**config.mk**
```make
export PLATFORM = sky130hd
export DESIGN_NAME = pb_press_debounce_flat
export DESIGN_NICKNAME = d
export VERILOG_FILES = /design/src/rtl/pb_press_debounce_if.sv /design/src/rtl/pb_press_debounce.sv /design/src/flat_wrapper.sv
export SDC_FILE = /design/constraint.sdc
export NUM_CORES = 1
export LEC_CHECK = 0
export ABC_AREA = 1
export CAP_MARGIN = 20
export CORE_MARGIN = 3
export CORE_UTILIZATION = 30
export CTS_CLUSTER_SIZE = 12
export DETAILED_ROUTE_END_ITERATION = 8
export SYNTH_ARGS = -nofsm -noshare
export SYNTH_HDL_FRONTEND = slang
export SYNTH_SLANG_ARGS = --single-unit
```
**constraint.sdc**
```tcl
create_clock -name clk -period 3.75 [get_ports clk]
set_input_delay 0.75 -clock clk [delete_from_list [all_inputs] [get_ports clk]]
set_output_delay 0.75 -clock clk [all_outputs]
set_load 0.02 [all_outputs]
```
**src/rtl/pb_press_debounce_if.sv**
```systemverilog
// Button/UI signal bundle for pb_press_debounce.
// master: the side that owns the button pin and consumes the debounced events.
// slave:  the debouncer itself.
interface pb_press_debounce_if;
    logic PB;          // raw asynchronous button, 0 = pressed
    logic pressed;     // 1-cycle pulse on accepted press (and repeats)
    logic held;        // level, accepted press until accepted release
    logic long_press;  // 1-cycle pulse, at most once per press

    modport master (
        output PB,
        input  pressed,
        input  held,
        input  long_press
    );

    modport slave (
        input  PB,
        output pressed,
        output held,
        output long_press
    );
endinterface

```
**src/rtl/pb_press_debounce.sv**
```systemverilog
// Debounced press detector for an active-low push button.
// Synchronises PB, filters bounce with a stable-sample counter and produces a
// press pulse, a held level and a one-shot long-press pulse, all from flops.
// Optional feature: define PB_AUTO_REPEAT_EN to re-pulse pressed every
// REPEAT_CYCLES cycles once long_press has fired.
module pb_press_debounce #(
    parameter int unsigned DEBOUNCE_CYCLES = 4,
    parameter int unsigned LONG_CYCLES     = 1000,
    parameter int unsigned REPEAT_CYCLES   = 250
) (
    input logic                clk,
    input logic                rst_n,
    pb_press_debounce_if.slave bus
);

    localparam int unsigned DW = $clog2(DEBOUNCE_CYCLES + 1);
    localparam int unsigned HW = $clog2(LONG_CYCLES + 1);

    localparam logic [DW-1:0] DEB_LAST   = DW'(DEBOUNCE_CYCLES - 1);
    localparam logic [HW-1:0] LONG_MAX   = HW'(LONG_CYCLES);
    localparam bit            DEB_SINGLE = (DEBOUNCE_CYCLES == 1);

    // Reject parameter values the counters cannot represent.
    if (DEBOUNCE_CYCLES == 0) begin : g_bad_debounce
        $error("DEBOUNCE_CYCLES must be >= 1");
    end
    if (LONG_CYCLES == 0) begin : g_bad_long
        $error("LONG_CYCLES must be >= 1");
    end
    if (REPEAT_CYCLES == 0) begin : g_bad_repeat
        $error("REPEAT_CYCLES must be >= 1");
    end

    typedef enum logic [1:0] {
        StIdle,
        StPressWait,
        StHeld,
        StReleaseWait
    } state_e;

    state_e        state;
    logic          pb_meta;
    logic          pb_s;
    logic [DW-1:0] deb_cnt;
    logic [HW-1:0] hold_cnt;
    logic [HW-1:0] hold_inc;
    logic          long_hit;

    // Two-flop synchroniser; resets to "released" so a button held through
    // reset is debounced again and reported as a fresh press.
    always_ff @(posedge clk or negedge rst_n) begin
        if (!rst_n) begin
            pb_meta <= 1'b1;
            pb_s    <= 1'b1;
        end else begin
            pb_meta <= bus.PB;
            pb_s    <= pb_meta;
        end
    end

    // Saturating hold counter increment and the one-time crossing into LONG_CYCLES.
    always_comb begin
        hold_inc = hold_cnt;
        long_hit = 1'b0;
        if (hold_cnt != LONG_MAX) begin
            hold_inc = hold_cnt + HW'(1);
            long_hit = (hold_inc == LONG_MAX);
        end
    end

`ifdef PB_AUTO_REPEAT_EN
    localparam int unsigned RW = $clog2(REPEAT_CYCLES + 1);
    localparam logic [RW-1:0] REP_LAST = RW'(REPEAT_CYCLES - 1);

    logic          rep_active;
    logic [RW-1:0] rep_cnt;
    logic          in_hold;
    logic          rel_done;

    // Repeat runs only while the press is live; the edge that returns to IDLE clears it.
    always_comb begin
        in_hold  = (state == StHeld) || (state == StReleaseWait);
        rel_done = 1'b0;
        if (pb_s) begin
            if (state == StReleaseWait && deb_cnt == DEB_LAST) begin
                rel_done = 1'b1;
            end
            if (state == StHeld && DEB_SINGLE) begin
                rel_done = 1'b1;
            end
        end
    end
`endif

    // Debounce FSM with registered outputs.
    always_ff @(posedge clk or negedge rst_n) begin
        if (!rst_n) begin
            state          <= StIdle;
            deb_cnt        <= '0;
            hold_cnt       <= '0;
            bus.pressed    <= 1'b0;
            bus.held       <= 1'b0;
            bus.long_press <= 1'b0;
`ifdef PB_AUTO_REPEAT_EN
            rep_active     <= 1'b0;
            rep_cnt        <= '0;
`endif
        end else begin
            bus.pressed    <= 1'b0;
            bus.long_press <= 1'b0;

            case (state)
                StIdle: begin
                    hold_cnt <= '0;
                    if (!pb_s) begin
                        if (DEB_SINGLE) begin
                            state       <= StHeld;
                            deb_cnt     <= '0;
                            bus.pressed <= 1'b1;
                            bus.held    <= 1'b1;
                        end else begin
                            state   <= StPressWait;
                            deb_cnt <= DW'(1);
                        end
                    end
                end

                StPressWait: begin
                    if (pb_s) begin
                        state   <= StIdle;
                        deb_cnt <= '0;
                    end else if (deb_cnt == DEB_LAST) begin
                        state       <= StHeld;
                        deb_cnt     <= '0;
                        hold_cnt    <= '0;
                        bus.pressed <= 1'b1;
                        bus.held    <= 1'b1;
                    end else begin
                        deb_cnt <= deb_cnt + DW'(1);
                    end
                end

                StHeld: begin
                    hold_cnt       <= hold_inc;
                    bus.long_press <= long_hit;
                    if (pb_s) begin
                        if (DEB_SINGLE) begin
                            state    <= StIdle;
                            deb_cnt  <= '0;
                            bus.held <= 1'b0;
                        end else begin
                            state   <= StReleaseWait;
                            deb_cnt <= DW'(1);
                        end
                    end
                end

                StReleaseWait: begin
                    // hold_cnt keeps counting so a release bounce does not restart it.
                    hold_cnt       <= hold_inc;
                    bus.long_press <= long_hit;
                    if (!pb_s) begin
                        state   <= StHeld;
                        deb_cnt <= '0;
                    end else if (deb_cnt == DEB_LAST) begin
                        state    <= StIdle;
                        deb_cnt  <= '0;
                        bus.held <= 1'b0;
                    end else begin
                        deb_cnt <= deb_cnt + DW'(1);
                    end
                end

                default: begin
                    state    <= StIdle;
                    deb_cnt  <= '0;
                    hold_cnt <= '0;
                    bus.held <= 1'b0;
                end
            endcase

`ifdef PB_AUTO_REPEAT_EN
            if (!in_hold || rel_done) begin
                rep_active <= 1'b0;
                rep_cnt    <= '0;
            end else if (long_hit) begin
                rep_active <= 1'b1;
                rep_cnt    <= '0;
            end else if (rep_active) begin
                if (rep_cnt == REP_LAST) begin
                    rep_cnt     <= '0;
                    bus.pressed <= 1'b1;
                end else begin
                    rep_cnt <= rep_cnt + RW'(1);
                end
            end
`endif
        end
    end

endmodule

```
**src/flat_wrapper.sv**
```systemverilog
// flat-port wrapper written by rule: the top's interface ports become plain ports
module pb_press_debounce_flat 
#(
    parameter int unsigned DEBOUNCE_CYCLES = 4,
    parameter int unsigned LONG_CYCLES     = 1000,
    parameter int unsigned REPEAT_CYCLES   = 250
)
  (clk, rst_n, bus_PB, bus_pressed, bus_held, bus_long_press);
  pb_press_debounce_if bus_i ();
  input logic clk;
  input logic rst_n;
  input wire logic [$bits(bus_i.PB)-1:0] bus_PB;
  output wire logic [$bits(bus_i.pressed)-1:0] bus_pressed;
  output wire logic [$bits(bus_i.held)-1:0] bus_held;
  output wire logic [$bits(bus_i.long_press)-1:0] bus_long_press;
  assign bus_i.PB = bus_PB;
  assign bus_pressed = bus_i.pressed;
  assign bus_held = bus_i.held;
  assign bus_long_press = bus_i.long_press;
  pb_press_debounce #(.DEBOUNCE_CYCLES(DEBOUNCE_CYCLES), .LONG_CYCLES(LONG_CYCLES), .REPEAT_CYCLES(REPEAT_CYCLES)) u_core (.clk(clk), .rst_n(rst_n), .bus(bus_i));
endmodule
```
==> results of run 1 <==
[flip-flops by register name (all words and copies together) (netlist names), named ones only]
register	cells
u_core.hold_cnt	10
u_core.deb_cnt	3
u_core.bus.held	1
u_core.bus.long_press	1
u_core.bus.pressed	1
u_core.pb_meta	1
u_core.pb_s	1
u_core.state	1
[report_power, final]
group / leakage (nW) / switching (mW) / internal [mW]
sequential: 0.263 / 0.0539 / 0.251
clock: 0.0357 / 0.0725 / 0.142
combinational: 0.259 / 0.142 / 0.0754
total: 0.558 / 0.269 / 0.469
[synth_stat cells]
cell type  count  share of area (%)
a21oi_1        2               0.85
buf_2          1               0.42
buf_6          1               0.96
dfrtp_1       18                 38
dfstp_2        2                4.5
ha_1           4                4.2
inv_1         16                5.1
inv_2          2               0.64
inv_6          1               0.74
nand2_1       36                 11
nand2_2        3                1.6
nand2_4        1               0.96
nand2_8        1                1.7
nand3_1        9                3.8
nand3_2        5                4.2
nand3b_1       1               0.64
nand4_1        3                1.6
nor2_1        10                3.2
nor2_2         6                3.2
nor2_4         1               0.96
o21ai_0        4                1.7
o21ai_1        2               0.85
o21ai_2        9                6.7
o21bai_1       2                1.3
o22ai_1        1               0.53
[cells in the final DEF, fill, tap and decap left out]
master           count
nand2_1             36
dfrtp_1             18
inv_1               16
nor2_1              10
nand3_1              9
o21ai_2              9
nor2_2               6
nand3_2              5
clkdlybuf4s50_1      5
o21ai_0              4
ha_1                 4
nand2_2              3
nand4_1              3
clkbuf_8             3
inv_2                2
o21bai_1             2
o21ai_1              2
a21oi_1              2
dfstp_2              2
nor2_4               1
nand2_4              1
inv_6                1
o22ai_1              1
nand2_8              1
nand3b_1             1
bufinv_16            1
[metrics by stage]
stage          hold WS [ns]  worst slack, ns  cell area (um2)  cells  total power, mW
2_1_floorplan         0.345             2.40             1180    141            0.472
3_3_place_gp          0.346             1.86             1270    192            0.512
3_5_place_dp          0.353             1.81             1270    192            0.526
4_1_cts               0.366             1.76             1340    196            0.750
5_1_grt               0.368             1.73             1340    196            0.792
6_report              0.361             1.79             1340    196            0.737
[worst reg2reg max path: cells and delay by family (launching register included)]
kind | cells | cell delay (ns)
simple gates | 5 | 0.60
buf+inv | 2 | 0.20
flops | 1 | 0.44
fa+ha+maj | 1 | 0.17
compound gates | 1 | 0.06
[worst paths after layout]
kind / start / endpoint / slack, ns
min in group asynchronous: rst_n / u_core.deb_cnt[2]$_DFFE_PN0P_ / 1.00
max: u_core.bus.held$_DFFE_PN0P_ / bus_held / 1.79
max in group asynchronous: rst_n / u_core.hold_cnt[1]$_DFFE_PN0P_ / 2.19
min: u_core.pb_meta$_DFF_PN1_ / u_core.pb_s$_DFF_PN1_ / 0.36
min reg2reg: u_core.pb_meta$_DFF_PN1_ / u_core.pb_s$_DFF_PN1_ / 0.36
max reg2reg: u_core.hold_cnt[1]$_DFFE_PN0P_ / u_core.hold_cnt[0]$_DFFE_PN0P_ / 2.18
[metal layers]
| metal | share of wire [%] | wire (um) |
|---|---|---|
| met5 | 0 | 0 |
| met4 | 0.56 | 13 |
| met3 | 5.9 | 136 |
| met2 | 47 | 1090 |
| met1 | 46 | 1070 |
[logic make-up after synthesis]
family | after synthesis | synth area share, %
AND/OR/NAND/NOR | 76 | 33.3
AO/OA/AOI/OAI | 20 | 11.9
buffers and inverters | 21 | 7.86
flip-flops | 20 | 42.7
adder cells (fa/ha/maj) | 4 | 4.25
[final cells by class]
class                   instances  area [um2]
multi-input cells             100         583
inverters                      19        76.3
repair buffers                  5        50.0
clock inverters                 1        30.0
well taps                      48        60.1
flip-flops and latches         20         503
clock buffers                   3        41.3
fillers                       377        2370
==> reports/results.ini, run 1 <==
[grt]
antenna_found_initial = 0
use_met2_pct = 19.1
grtUsageMet1_pct = 15.9
grt_overflow = 0
top_usage_layer = met2
grt_pass1_vias = 978
grt_max_degree = 21
track_usage_pct = 12.1
grt_pass1_wl_mm = 4.27
met3_usage_pct = 3.73

[worst_setup_path]
cp_top_family = buffers and inverters
slowest_stage = clkdlybuf4s50_1
crit_cells = 1
startpoint_type = flip-flop
critPathMaxStageDelay_ns = 0.61
cp_max_fo = 2
cp.required_ns = 3.00
cp_num_buf_inv = 1
worstSetupPathType = flip-flop to output pin
cp-end-kind = output pin
crit_chain = clkdlybuf4s50_1
crit_arrival_ns = 1.21
reg2reg_depth = 9

[floorplan]
pin_count = 6
core_area_um2 = 3720
rows = 22
die_y_um = 68.7
dieWidth_um = 68.7
start_util_pct = 31.7
die-area_um2 = 4720

[yosys]
synth_fp_nets = 148
syn_area_per_cell_um2 = 8.36
synth_seq_cells = 20
synth_cell_types = 25
synth_area_um2 = 1180
synthCells = 141
yosysSeqAreaShare_pct = 42.7
yosysWarnings = 0

[timing]
fin_crit_ns = 1.96
worst_pin_slew_ns = 0.914
finalSetupViolCount = 0
slew_headroom_pct = 38.9
finalCritPeriodShare_pct = 52.4
tns_ns = 0
clock_skew_ns = 0.00174
slew_violations = 0
rsz0062_at_grt = false
hold_viol_final = 0
clock.fmax_mhz = 509

[route]
vias = 920
dr.first_iter.drc_count = 33
drc = 0
wl_per_cell_um = 11.7
ant_nets = 0
vias_per_cell = 4.69
wirelength_mm = 2.30
dr.pass1.iters = 4

[placement]
dpl.hpwl_mm = 1.71
globalplace.congestion = 0.794
port_buffers = 5

[status]
status = finished, final reports clean

[power_and_ir_drop]
vdd_drop_max_v = 0.000232
p_per_area_nw_per_um2 = 549
power.leakage_nw = 0.558

[finish]
drive_above_1_share_pct = 23.6
area_delta_synth_final_pct = 14.0
utilization_pct = 36.2
nets = 156
antenna_cells = 0

[cts]
htreeDepth = 1
clockRootBuffer = clkbuf_8
cts_sinks = 20
clkTransAtPathRegs_ns = 0.08
clk_latency_ns = 0.26
cts_buffers = 3
cts_tree = done
holdBufCountCts = 0
clock_path_buffers = 2
cts_setup_buffers = 0
post_cts_resized = 0

[hold_path]
worstHoldPathCells = 0
min_path_type = flip-flop to flip-flop

[flow_run]
drv_cap = 0

(Power assumes the default switching activity.)
==> inputs of run 2 (changes only) <==
- clock period: 3.75 -> 1.9 ns (I/O delays scaled with it)
==> run 2 against run 1 <==
Effect of this change: via count unchanged; sequential share of layout area about the same; global-route usage decreased by 0.50 points; critical path depth unchanged; combinational power increased by 120%; setup slack got worse by 1.5 ns; final area about the same; clock power increased by 55%; critical path type unchanged; critical endpoint unchanged.
==> reports/results.ini, run 2 (synthesized netlist as in run 1, its figures left out) <==
[status]
status = finished, final reports clean

[grt]
grt_pass1_wl_mm = 4.09
antenna_found_initial = 0
grt_overflow = 0
track_usage_pct = 11.6
grt_pass1_vias = 935
grt_max_degree = 21

[worst_setup_path]
crit_cells = 1
crit_chain = clkdlybuf4s50_1
cp_top_family = buffers and inverters
reg2reg_depth = 9
worstSetupPathType = flip-flop to output pin
cp.required_ns = 1.52
crit_path_end = bus_held
reg2reg_slack_ns = 0.38
cp-end-kind = output pin
startpoint_type = flip-flop
rr_startpoint = u_core.hold_cnt[0]$_DFFE_PN0P_
cp_num_buf_inv = 1
slowest_stage = clkdlybuf4s50_1
cp_max_fo = 2
critPathMaxStageDelay_ns = 0.61
startpoint = u_core.bus.held$_DFFE_PN0P_
crit_arrival_ns = 1.23
r2r_end = u_core.bus.long_press$_DFF_PN0_

[finish]
seq_area_um2 = 503
final_cell_mix = 36 x nand2_1, 18 x dfrtp_1, 16 x inv_1
final_common_cell = nand2_1
antenna_cells = 0
drive_above_1_share_pct = 24.7
fillerInstances = 384
area_delta_synth_final_pct = 13.9
largest_register_ff_count = 10
multi_input_area_um2 = 583
utilization_pct = 36.1
regMostFlops = u_core.hold_cnt
top_regs = u_core.hold_cnt (10), u_core.deb_cnt (3)
nets = 158

[timing]
slew_violations = 0
clock.fmax_mhz = 622
worst_pin_slew_ns = 0.271
fin_crit_ns = 1.61
hold_viol_final = 0
finalSetupViolCount = 0
rsz0062_at_grt = false
clock_skew_ns = 0.00466
slew_headroom_pct = 81.9
tns_ns = 0
finalCritPeriodShare_pct = 84.6

[cts]
cts_sinks = 20
clockRootBuffer = clkbuf_8
cts_buffers = 3
cts_setup_buffers = 0
holdBufCountCts = 0
clock_path_buffers = 2
htreeDepth = 1
clk_latency_ns = 0.26
cts_tree = done
clkTransAtPathRegs_ns = 0.07
post_cts_resized = 0

[route]
dr.pass1.iters = 4
dr.first_iter.drc_count = 32
vias_per_cell = 4.65
wl_per_cell_um = 11.5
drc = 0
ant_nets = 0
wirelength_mm = 2.28
vias = 920

[floorplan]
rows = 22
die-area_um2 = 4720
core_area_um2 = 3720
start_util_pct = 31.7
dieWidth_um = 68.7
pin_count = 6
die_y_um = 68.7

[placement]
dpl.hpwl_mm = 1.75
port_buffers = 5
globalplace.congestion = 0.880

[flow_run]
drv_cap = 0

[hold_path]
worstHoldPathCells = 0
min_path_type = flip-flop to flip-flop

[power_and_ir_drop]
p_per_area_nw_per_um2 = 1020
vdd_drop_max_v = 0.000617
power.leakage_nw = 0.560

run 2: cell count changes in the layout (fill, tap and decap cells not counted):
cell	delta
buf_4	+2
clkbuf_8	+1
bufinv_16	-1
run 2: cell type report:
type                            count  share of cell area [%]
Multi-Input combinational cell    100                    43.4
Timing Repair Buffer                7                    4.85
Inverter                           19                    5.68
Tap cell                           48                    4.47
Clock buffer                        4                    4.10
Sequential cell                    20                    37.5
run 2: stage by stage:
step                      instances  total power, mW  area (um2)  hold WS (ns)  setup slack, ns
after detailed placement        194             1.05        1290         0.348            0.409
after floorplan                 141            0.933        1180        0.0844            0.552
after global routing            198             1.47        1340         0.371            0.173
after CTS                       198             1.39        1340         0.359            0.267
after global placement          194             1.03        1290         0.346            0.412
final                           198             1.37        1340         0.357            0.294
run 2: worst min path at each step:
stage | slack [ns] | end | from
2_1_floorplan | 0.08 | async pin | rst_n
3_3_place_gp | 0.35 | u_core.pb_s$_DFF_PN1_ | u_core.pb_meta$_DFF_PN1_
3_5_place_dp | 0.35 | u_core.pb_s$_DFF_PN1_ | u_core.pb_meta$_DFF_PN1_
4_1_cts | 0.36 | u_core.pb_s$_DFF_PN1_ | u_core.pb_meta$_DFF_PN1_
5_1_grt | 0.37 | u_core.pb_s$_DFF_PN1_ | u_core.pb_meta$_DFF_PN1_
6_report | 0.36 | u_core.pb_s$_DFF_PN1_ | u_core.pb_meta$_DFF_PN1_
run 2: where the power goes:
part / internal, mW / leakage, nW / switching (mW) / total, mW
logic: 0.161 / 0.269 / 0.306 / 0.467
clock network: 0.185 / 0.0288 / 0.148 / 0.333
registers: 0.496 / 0.263 / 0.0729 / 0.569
total: 0.842 / 0.560 / 0.527 / 1.37
run 2: metal layers:
layer	vias up	track usage (%)	wire length [um]
met2	15	18.1	1050
li1	473	-	-
met5	-	0	0
met4	0	6.95	67
met1	425	15.1	1100
met3	7	1.62	70
